### config.mk
export PLATFORM = sky130hd
export DESIGN_NAME = smg_scan_driver
export DESIGN_NICKNAME = d
export VERILOG_FILES = /design/src/rtl/smg_pkg.sv /design/src/rtl/hex7seg_dec.sv /design/src/rtl/smg_scan_driver.sv
export SDC_FILE = /design/constraint.sdc
export NUM_CORES = 1
export LEC_CHECK = 0
export ABC_CLOCK_PERIOD_IN_PS = 2240
export CAP_MARGIN = 10
export CELL_PAD_IN_SITES_DETAIL_PLACEMENT = 0
export CELL_PAD_IN_SITES_GLOBAL_PLACEMENT = 1
export CORE_MARGIN = 2
export CORE_UTILIZATION = 46
export CTS_BUF_LIST = sky130_fd_sc_hd__clkbuf_16
export DETAILED_ROUTE_END_ITERATION = 12
export PLACE_DENSITY = 0.78
export SLEW_MARGIN = 30
export SYNTH_ARGS = -nofsm -noshare
export SYNTH_HDL_FRONTEND = slang
export SYNTH_SLANG_ARGS = --single-unit
export TNS_END_PERCENT = 1
### constraint.sdc
create_clock -name clk -period 2.24 [get_ports clk]
set_input_delay 0.336 -clock clk [delete_from_list [all_inputs] [get_ports clk]]
set_output_delay 0.336 -clock clk [all_outputs]
set_load 0.05 [all_outputs]
### src/rtl/smg_pkg.sv
// Shared definitions for the seven-segment scan driver.
//   scan_state_t : scan FSM encoding (blank gap / digit on)
//   SMG_OFF      : display bus value with every digit and segment dark
//   hex7seg()    : nibble -> active-high segments, bit order {g,f,e,d,c,b,a}
package smg_pkg;

    typedef enum logic {
        ST_BLANK = 1'b0,
        ST_ON    = 1'b1
    } scan_state_t;

    localparam logic [11:0] SMG_OFF = 12'hFFF;

    function automatic logic [6:0] hex7seg(input logic [3:0] nib);
        logic [6:0] seg;
        case (nib)
            4'h0:    seg = 7'h3F;
            4'h1:    seg = 7'h06;
            4'h2:    seg = 7'h5B;
            4'h3:    seg = 7'h4F;
            4'h4:    seg = 7'h66;
            4'h5:    seg = 7'h6D;
            4'h6:    seg = 7'h7D;
            4'h7:    seg = 7'h07;
            4'h8:    seg = 7'h7F;
            4'h9:    seg = 7'h6F;
            4'hA:    seg = 7'h77;
            4'hB:    seg = 7'h7C;
            4'hC:    seg = 7'h39;
            4'hD:    seg = 7'h5E;
            4'hE:    seg = 7'h79;
            default: seg = 7'h71;
        endcase
        return seg;
    endfunction

endpackage

### src/rtl/hex7seg_dec.sv
// Combinational hex-to-seven-segment decoder.
//   nibble : 4-bit hex digit
//   seg    : active-high segments {g,f,e,d,c,b,a}
module hex7seg_dec
    import smg_pkg::*;
(
    input  logic [3:0] nibble,
    output logic [6:0] seg
);

    always_comb begin
        seg = hex7seg(nibble);
    end

endmodule

### src/rtl/smg_scan_driver.sv
// Four-digit multiplexed seven-segment scan driver.
// Shows a 16-bit hex value one digit at a time, with an all-off gap before
// each digit slot to suppress ghosting. New values from the register
// interface are held pending and only swapped into the displayed (shadow)
// copy at the end of a full frame, so a frame never mixes two values.
//   clk        : system clock
//   reset      : asynchronous, active-low reset
//   wr_en      : one-cycle write strobe
//   wr_data    : hex value, nibble i on digit i (digit 0 rightmost)
//   wr_dp      : decimal-point enables per digit
//   lz_blank   : 1 = blank leading zero digits
//   smg        : [11:8] digit selects (active-low, bit 8 = digit 0),
//                [7:0] segments {dp,g,f,e,d,c,b,a} (active-low)
//   frame_done : one-cycle pulse during the last ON cycle of digit 3
module smg_scan_driver
    import smg_pkg::*;
#(
    parameter int SCAN_DIV  = 50000,
    parameter int BLANK_CYC = 500
) (
    input  logic        clk,
    input  logic        reset,
    input  logic        wr_en,
    input  logic [15:0] wr_data,
    input  logic [3:0]  wr_dp,
    input  logic        lz_blank,
    output logic [11:0] smg,
    output logic        frame_done
);

    localparam int CNT_MAX = (SCAN_DIV > BLANK_CYC) ? SCAN_DIV : BLANK_CYC;
    localparam int CNT_W   = (CNT_MAX > 1) ? $clog2(CNT_MAX) : 1;

    localparam logic [CNT_W-1:0] BLANK_LAST = CNT_W'(BLANK_CYC - 1);
    localparam logic [CNT_W-1:0] ON_LAST    = CNT_W'(SCAN_DIV - 1);
    // frame_done is registered, so it is launched one cycle early to line
    // up with the boundary cycle itself (needs SCAN_DIV >= 2).
    localparam logic [CNT_W-1:0] ON_PRE     = CNT_W'(SCAN_DIV - 2);

    scan_state_t      state_reg;
    logic [CNT_W-1:0] cnt_reg;
    logic [1:0]       idx_reg;
    logic [15:0]      shadow_val_reg;
    logic [3:0]       shadow_dp_reg;
    logic [15:0]      pend_val_reg;
    logic [3:0]       pend_dp_reg;
    logic             pend_valid_reg;
    logic [11:0]      smg_reg;
    logic             frame_done_reg;

    logic [3:0]  cur_nibble;
    logic [6:0]  cur_seg;
    logic [3:0]  lz_cand;
    logic        digit_blank;
    logic [11:0] on_word;

    assign cur_nibble = shadow_val_reg[{idx_reg, 2'b00} +: 4];

    hex7seg_dec u_dec (
        .nibble (cur_nibble),
        .seg    (cur_seg)
    );

    // A digit is a leading-zero candidate when it and every digit to its
    // left are zero and its own decimal point is off. Digit 0 always shows.
    assign lz_cand[0] = 1'b0;
    generate
        for (genvar gi = 1; gi < 4; gi++) begin : g_lz
            assign lz_cand[gi] = (shadow_val_reg[15:4*gi] == '0) && !shadow_dp_reg[gi];
        end
    endgenerate

    assign digit_blank = lz_blank && lz_cand[idx_reg];

    always_comb begin
        on_word       = SMG_OFF;
        on_word[11:8] = digit_blank ? 4'hF : ~(4'b0001 << idx_reg);
        on_word[7]    = ~shadow_dp_reg[idx_reg];
        on_word[6:0]  = ~cur_seg;
    end

    always_ff @(posedge clk or negedge reset) begin
        if (!reset) begin
            state_reg      <= ST_BLANK;
            cnt_reg        <= '0;
            idx_reg        <= 2'd0;
            shadow_val_reg <= 16'h0000;
            shadow_dp_reg  <= 4'h0;
            pend_val_reg   <= 16'h0000;
            pend_dp_reg    <= 4'h0;
            pend_valid_reg <= 1'b0;
            smg_reg        <= SMG_OFF;
            frame_done_reg <= 1'b0;
        end else begin
            frame_done_reg <= 1'b0;

            case (state_reg)
                ST_BLANK: begin
                    if (cnt_reg == BLANK_LAST) begin
                        state_reg <= ST_ON;
                        cnt_reg   <= '0;
                        smg_reg   <= on_word;
                    end else begin
                        cnt_reg <= cnt_reg + 1'b1;
                    end
                end
                ST_ON: begin
                    if (idx_reg == 2'd3 && cnt_reg == ON_PRE) begin
                        frame_done_reg <= 1'b1;
                    end
                    if (cnt_reg == ON_LAST) begin
                        state_reg <= ST_BLANK;
                        cnt_reg   <= '0;
                        smg_reg   <= SMG_OFF;
                        idx_reg   <= idx_reg + 2'd1;
                        // Frame boundary: promote the pending value.
                        if (idx_reg == 2'd3) begin
                            if (pend_valid_reg) begin
                                shadow_val_reg <= pend_val_reg;
                                shadow_dp_reg  <= pend_dp_reg;
                            end
                            pend_valid_reg <= 1'b0;
                        end
                    end else begin
                        cnt_reg <= cnt_reg + 1'b1;
                        // Refresh keeps lz_blank live during the slot.
                        smg_reg <= on_word;
                    end
                end
                default: begin
                    state_reg <= ST_BLANK;
                    cnt_reg   <= '0;
                    smg_reg   <= SMG_OFF;
                end
            endcase

            // Placed after the boundary logic so a write on the boundary
            // cycle stays pending for the following frame.
            if (wr_en) begin
                pend_val_reg   <= wr_data;
                pend_dp_reg    <= wr_dp;
                pend_valid_reg <= 1'b1;
            end
        end
    end

    assign smg        = smg_reg;
    assign frame_done = frame_done_reg;

endmodule

==> results of run 1 <==
repair_timing:
action / CTS / global route
hold buffers: 0 / 0
setup endpoints to repair: 0 / 2
gates resized for setup: 0 / 2
worst max-delay path: cells and delay by family, from the launching register on:
kind | cells | cell delay, ns
mux | 3 | 0.91
flops | 1 | 0.46
compound gates | 1 | 0.17
buf+inv | 1 | 0.15
fa+ha+maj | 1 | 0.26
per-layer routing:
layer	routed length [um]	global-route usage (%)	part of all wire [%]
met5	0	0	0
met4	136	8.207	2.0
met3	227	3.154	3.3
met2	3170	27.45	46
met1	3318	25.26	48
kinds of logic after synthesis:
kind of cell,count (synthesis),share of synthesized area [%]
DFF,73,52.31
AOI/OAI and AO/OA,33,6.255
buffers and inverters,25,3.838
adders and majority gates,12,4.264
and+or+nand+nor,69,11.62
xor gates and xnor gates,13,3.234
muxes,52,18.48
final timing paths:
kind,endpoint,cells after the start
setup / recovery,smg[3],6
hold / removal,cnt_reg[13],1
setup reg to reg,smg[3],6
hold reg to reg,pend_dp_reg[2],1
max in group asynchronous,pend_val_reg[12],2
min in group clk,pend_dp_reg[2],1
cell usage in the layout (no fill, tap or decap), types with 2 or more instances in the layout:
| cell | count |
|---|---|
| xnor2_1 | 6 |
| a211o_1 | 2 |
| mux2i_1 | 5 |
| buf_4 | 10 |
| and4_1 | 6 |
| dfrtp_1 | 60 |
| and3_1 | 3 |
| a21o_1 | 2 |
| nand3_1 | 6 |
| nor3b_1 | 2 |
| dfstp_2 | 12 |
| clkbuf_16 | 9 |
| clkdlybuf4s50_1 | 35 |
| ha_1 | 12 |
| nor3_1 | 14 |
| nor2_1 | 12 |
| xor2_1 | 7 |
| mux4_1 | 3 |
| a31oi_1 | 11 |
| nor4_1 | 2 |
| nand4_1 | 7 |
| mux4_2 | 2 |
| nand2_1 | 8 |
| a21oi_1 | 5 |
| mux2_2 | 42 |
| o22ai_1 | 2 |
| inv_1 | 10 |
| o21ai_0 | 4 |
| clkinvlp_4 | 3 |
metrics by stage:
stage	instances	util (%)	hold WS, ns
after global placement	408	54.53	0.4705
final	424	58.53	0.09342
after global routing	424	58.53	0.1574
after floorplan	277	-	0.04041
after CTS	424	58.56	0.1291
after detailed placement	408	54.53	0.4705
power groups by stage:
stage               Combinational (W)  Clock, W  Sequential, W
floorplan                   0.0000442         0        0.00139
global placement             0.000118         0        0.00140
detailed placement           0.000121         0        0.00140
CTS                          0.000122   0.00143        0.00138
global route                 0.000132   0.00150        0.00138
finish                       0.000118   0.00141        0.00138
area by class of cell:
| class | count | area share [%] |
|---|---|---|
| timing repair buffer | 47 | 10.50 |
| clock inverter | 7 | 1.633 |
| clock buffer | 9 | 5.249 |
| tap | 99 | 2.887 |
| multi-input combinational | 179 | 35.90 |
| inverter | 10 | 0.8749 |
| sequential | 73 | 42.96 |
==> out/qor.yml, run 1 <==
status: "completed"
pin_count: 37
cts.path.max_buffers: 2
setup_violations: 0
syn_to_final_growth_pct: 21.85
power.total_w: 0.002905
critPathArrivalTime_ns: 2.29
p_sw_w: 0.0006177
dpl_cell_area_um2: 3998
final.setup.worst_slack_ns: 0.2018
drc_errors: 0
route.vias.total: 2332
crit_fanout: 7
antenna_found_initial: 0
diodes: 0
slowest_delay_ns: 0.66
path_clk_slew_ns: 0.06
synth_edf_count: 0
clock_skew_ns: 0.007607
die-height_um: 91.49
end_kind: "flip-flop"
ir_worst_vdd_v: 0.0003836
yosysMostFrequentCell: "dfrtp_1"
switching_share_pct: 21.26
slowest_stage: "mux4_1"
rrSetupSlack_ns: 0.20
multi_input_area_um2: 1540
p_leak_nw: 1.860
drive_gt1_share_pct: 27.08
regArea_um2: 1843
synth_cell_types: 44
finalSetupTns_ns: 0
worstMarginPinSlew_ns: 0.7902
grt_pass1_vias: 2384
r2r-start: "idx_reg[1]"
gp_congestion: 0.8357
power.density_nw_per_um2: 677.2
slew-limit-headroom_pct: 47.32
ant_nets: 0
internal_power_w: 0.002288
yosysWarningCount: 0
die-area_um2: 8370
cts_setup_buffers: 0
gr-total-overflow: 0
rows: 31
rsz0062_at_grt: "no"
yosys-top-cells-area: "dfrtp_1, mux2_2, dfstp_2"
comb_power_share_pct: 4.1
hpwl_um: 4750
required_ns: 2.50
yosysSeqAreaShare_pct: 52.31
drtIter0Drc: 71
hold_class: "primary input to asynchronous set/reset pin"
insertion_delay_ns: 0.33
cts_tree: "built"
critPathLaunch: "idx_reg[1]"
cp_common_cell: "mux2i_1"
start_util_pct: 48.03
synth_flop_cell: "dfrtp_1"
grt_pass1_wl_um: 11920
viasPerCell: 5.500
synth_area_leader_cell: "dfrtp_1"
synth_commonest_cells: "dfrtp_1, mux2_2, nor3_1"
coreArea_um2: 7331
die_w_um: 91.49
async_flop_share_pct: 100.0
slew_violations: 0
place_ws_ns: 0.1180
grt_usage_pct: 18.06
synth_cells: 277
cts-root-buf: "clkbuf_16"
clkPwrFrac_pct: 48.6
fin_crit_sh_pct: 90.99
startpoint_type: "flip-flop"
timing.fmax_mhz: 490.6
synth.top_cell.area_share_pct: 43.35
numCtsBuffers: 9
io_buffers: 36
worstSetupPathType: "flip-flop to flip-flop"
final_area_um2: 4290
seq_power_share_pct: 47.4
maxCapViolCount: 0
syn_area_um2: 3521
fillers: 618
syn_avg_cell_area_um2: 12.71
nets: 356
wl_um: 6853
worstPathCellList: "mux4_1 -> inv_1 -> ha_1 -> mux2i_1 -> mux2i_1 -> a31oi_1"
timing_hold_violations_final: 0
routedWlPerCell_um: 16.16
syn-num-nets: 313
synth_seq_cells: 73
period_needed_ns: 2.038
htreeDepth: 3
grt_start_max_net_pins: 35
cts_sinks: 73
dr.pass1.iters: 4
No activity file was read; power rests on OpenSTA's default activity.
==> run 2: changes to the inputs <==
Settings changed: ABC_CLOCK_PERIOD_IN_PS 2240 to 2200.
Clock period 2.24 ns to 2.2 ns, I/O delays scaled along.
==> run 2 against run 1 <==
Effect of this change:
- clock-buffer cell count unchanged
- cell area up 0.76%
- die area stayed put
- register-to-register slack about the same
==> out/qor.yml, run 2 (same netlist as run 1, synthesis figures left out) <==
slew-limit-headroom_pct: 67.00
regArea_um2: 1842
worstSetupPathType: "flip-flop to output pin"
gp_congestion: 0.8461
fillers: 592
routedWlPerCell_um: 15.76
wl_um: 6730
cts_setup_buffers: 0
cts.path.max_buffers: 2
setup_violations: 0
diodes: 0
crit_family: "buffers and inverters"
ir_worst_vdd_v: 0.0004057
rows: 31
seq_power_share_pct: 47.8
slowest_delay_ns: 0.80
path_clk_slew_ns: 0.06
pin_count: 37
p_sw_w: 0.0006057
critPathArrivalTime_ns: 1.65
slew_violations: 0
cts-root-buf: "clkbuf_16"
die-height_um: 91.49
maxCapViolCount: 0
worstPathCellList: "clkdlybuf4s50_1"
grt_pass1_wl_um: 11520
io_buffers: 36
numCtsBuffers: 9
switching_share_pct: 20.65
rsz0062_at_grt: "no"
viasPerCell: 5.450
dr.pass1.iters: 6
final_common_cell: "dfrtp_1"
die_w_um: 91.49
finalSetupTns_ns: 0
timing.fmax_mhz: 504.2
multi_input_area_um2: 1536
grt_usage_pct: 17.39
drtIter0Drc: 75
syn_to_final_growth_pct: 22.78
timing_hold_violations_final: 0
dpl_cell_area_um2: 4005
status: "completed"
p_leak_nw: 1.892
cp.buffers_inverters: 1
power.density_nw_per_um2: 678.6
hold_class: "primary input to asynchronous set/reset pin"
power.total_w: 0.002933
end_kind: "output pin"
cts_tree: "built"
drc_errors: 0
cts_sinks: 73
insertion_delay_ns: 0.32
route.vias.total: 2327
slowest_stage: "clkdlybuf4s50_1"
nets: 359
ant_nets: 0
required_ns: 1.87
worstMarginPinSlew_ns: 0.4934
clkPwrFrac_pct: 47.8
grt_pass1_vias: 2325
hpwl_um: 4675
die-area_um2: 8370
clock_skew_ns: 0.006029
final_cell_mix: "dfrtp_1, mux2_2, clkdlybuf4s50_1"
start_util_pct: 48.03
period_needed_ns: 1.983
crit_fanout: 2
coreArea_um2: 7331
grt_start_max_net_pins: 37
htreeDepth: 3
drive_gt1_share_pct: 27.44
gr-total-overflow: 0
internal_power_w: 0.002328
final_area_um2: 4323
comb_power_share_pct: 4.3
antenna_found_initial: 0
startpoint_type: "flip-flop"
fin_crit_sh_pct: 90.16
==> run 2: routing by layer <==
layer / GRT usage [%] / wire, um / vias to the layer above
met5: 0 / 0 / -
met4: 6.187 / 70 / 0
met3: 4.315 / 144 / 5
met2: 26.23 / 3064 / 34
met1: 24.39 / 3451 / 1182
li1: - / - / 1106
==> run 2: power by group through the flow <==
stage | registers (W) | clock network (W) | logic, W
2_1_floorplan | 0.00142 | 0 | 0.0000450
3_3_place_gp | 0.00142 | 0 | 0.000120
3_5_place_dp | 0.00143 | 0 | 0.000124
4_1_cts | 0.00140 | 0.00143 | 0.000124
5_1_grt | 0.00141 | 0.00149 | 0.000142
6_report | 0.00140 | 0.00140 | 0.000127
==> run 2: worst paths after layout <==
check | startpoint | end | slack [ns] | depth (start not counted)
min in group clk | cnt_reg[0] | cnt_reg[0] | 0.50 | 1
hold / removal | reset | cnt_reg[13] | 0.50 | 2
hold reg to reg | cnt_reg[0] | cnt_reg[0] | 0.50 | 1
setup / recovery | smg[10] | smg[10] | 0.22 | 1
setup reg to reg | idx_reg[1] | smg[6] | 0.22 | 4
max in group asynchronous | reset | pend_val_reg[13] | 1.04 | 4
==> run 2: cell type report <==
| cell class | instances | share of cell area, % |
|---|---|---|
| sequential | 73 | 42.60 |
| multi-input combinational | 179 | 35.54 |
| timing repair buffer | 50 | 11.46 |
| clock buffer | 9 | 5.210 |
| tap | 99 | 2.865 |
| clock inverter | 7 | 1.447 |
| inverter | 10 | 0.8683 |
==> run 2: worst reg2reg max path, stage by stage, from the launching register on <==
cell,delay (ns)
dfrtp_1,0.47
mux4_1,0.84
mux2i_1,0.23
o22ai_1,0.08
o32a_1,0.29
==> run 2: what timing repair did <==
item	in CTS	in global routing
gates resized for setup	0	2
endpoints found under the setup margin	0	1
hold buffers	0	1
hold endpoints to repair	0	16
==> run 2: per-stage QoR <==
stage | hold slack (ns) | setup slack, ns | std cells | utilization, %
6_report | 0.4977 | 0.2166 | 427 | 58.97
5_1_grt | 0.5231 | 0.06235 | 427 | 58.97
4_1_cts | 0.1432 | 0.1206 | 425 | 58.56
3_5_place_dp | 0.4898 | 0.1219 | 409 | 54.63
3_3_place_gp | 0.4776 | 0.2197 | 409 | 54.63
2_1_floorplan | 0.03441 | 0.2543 | 277 | -
==> run 3: changes to the inputs <==
Settings changed: CTS_BUF_LIST sky130_fd_sc_hd__clkbuf_16 to sky130_fd_sc_hd__clkbuf_8 sky130_fd_sc_hd__clkbuf_16.
==> run 3 against run 2 <==
Effect of this change:
- sequential share of layout area grew 1.0 points
- combinational power is essentially flat
- final cell count is the same
- largest cell class unchanged
- clock power shrank 27%
- hold slack lost 0.018 ns
- sequential cell count is the same
- register-to-register slack is essentially flat
- critical endpoint is now smg[6]
==> out/qor.yml, run 3 (same netlist as run 1, synthesis figures left out) <==
grt_pass1_vias: 2275
internal_power_w: 0.001972
coreArea_um2: 7331
dr.pass1.iters: 4
slowest_stage: "clkdlybuf4s50_1"
cts.path.max_buffers: 2
gr-total-overflow: 0
grt_usage_pct: 17.16
required_ns: 1.87
slew_violations: 0
diodes: 0
p_sw_w: 0.0005736
crit_fanout: 2
path_clk_slew_ns: 0.08
switching_share_pct: 22.53
route.vias.total: 2318
status: "completed"
start_util_pct: 48.03
viasPerCell: 5.429
slew-limit-headroom_pct: 67.00
rsz0062_at_grt: "no"
io_buffers: 36
final_cell_mix: "dfrtp_1, mux2_2, clkdlybuf4s50_1"
seq_power_share_pct: 55.0
hpwl_um: 4675
antenna_found_initial: 0
timing_hold_violations_final: 0
cts_sinks: 73
cp.buffers_inverters: 1
final.setup.worst_slack_ns: 0.1837
crit_family: "buffers and inverters"
die-area_um2: 8370
worstSetupPathType: "flip-flop to output pin"
power.total_w: 0.002546
syn_to_final_growth_pct: 20.04
maxCapViolCount: 0
gp_congestion: 0.8461
drive_gt1_share_pct: 27.44
htreeDepth: 3
p_leak_nw: 1.850
place_ws_ns: 0.1219
ant_nets: 0
cts_tree: "built"
hold_class: "primary input to asynchronous set/reset pin"
routedWlPerCell_um: 15.56
setup_violations: 0
wl_um: 6643
finalSetupTns_ns: 0
die_w_um: 91.49
rows: 31
fillers: 601
worstMarginPinSlew_ns: 0.4934
fin_crit_sh_pct: 91.65
numCtsBuffers: 9
timing.fmax_mhz: 496.0
comb_power_share_pct: 5.0
final_common_cell: "dfrtp_1"
clock_skew_ns: 0.01074
period_needed_ns: 2.016
die-height_um: 91.49
grt_pass1_wl_um: 11270
grt_start_max_net_pins: 37
clkPwrFrac_pct: 40.0
nets: 359
cts_setup_buffers: 0
critPathArrivalTime_ns: 1.69
worstPathCellList: "clkdlybuf4s50_1"
power.density_nw_per_um2: 602.4
startpoint_type: "flip-flop"
end_kind: "output pin"
drtIter0Drc: 80
drc_errors: 0
cts-root-buf: "clkbuf_8"
slowest_delay_ns: 0.80
pin_count: 37
insertion_delay_ns: 0.35
ir_worst_vdd_v: 0.0003402
[run 3: worst paths after layout]
kind | to | startpoint | slack (ns) | cells past startpoint
hold / removal | cnt_reg[2] | reset | 0.48 | 2
max in group asynchronous | shadow_val_reg[8] | reset | 1.06 | 4
setup reg to reg | smg[3] | idx_reg[1] | 0.22 | 6
min in group clk | cnt_reg[0] | cnt_reg[0] | 0.50 | 1
setup / recovery | smg[6] | smg[6] | 0.18 | 1
hold reg to reg | cnt_reg[0] | cnt_reg[0] | 0.50 | 1
[run 3: timing repair]
item / 4_1_cts / 5_1_grt
hold buffers: 0 / 1
resized for setup: 0 / 2
endpoints found under the setup margin: 0 / 1
hold endpoints to repair: 0 / 16
[run 3: layout make-up]
class                   count  area [um^2]  area share [%]
well taps                  99        123.9           2.931
clock buffers               9        123.9           2.931
flip-flops and latches     73         1843           43.61
repair buffers             50        495.5           11.72
multi-input cells         179         1540           36.44
clock inverters             7        62.56           1.480
inverters                  10        37.54          0.8881
[run 3: power groups by stage]
stage / clock network (W) / logic (W) / registers, W
final: 0.00102 / 0.000128 / 0.00140
after global routing: 0.00109 / 0.000142 / 0.00140
after CTS: 0.00104 / 0.000124 / 0.00140
after detailed placement: 0 / 0.000124 / 0.00143
after global placement: 0 / 0.000120 / 0.00142
after floorplan: 0 / 0.0000450 / 0.00142
[run 3: metal layers]
layer	track usage [%]	up-vias	wire length, um
li1	-	1109	-
met1	24.46	1161	3370
met2	25.25	42	2971
met3	3.817	6	205
met4	7.197	0	95
met5	0	-	0
[run 3: through the flow]
step	hold slack, ns	utilization [%]	cells	area (um^2)
floorplan	0.03441	-	277	3521
global placement	0.4776	54.63	409	4005
detailed placement	0.4898	54.63	409	4005
CTS	0.1070	57.18	425	4192
global route	0.5057	57.65	427	4227
finish	0.4797	57.65	427	4227
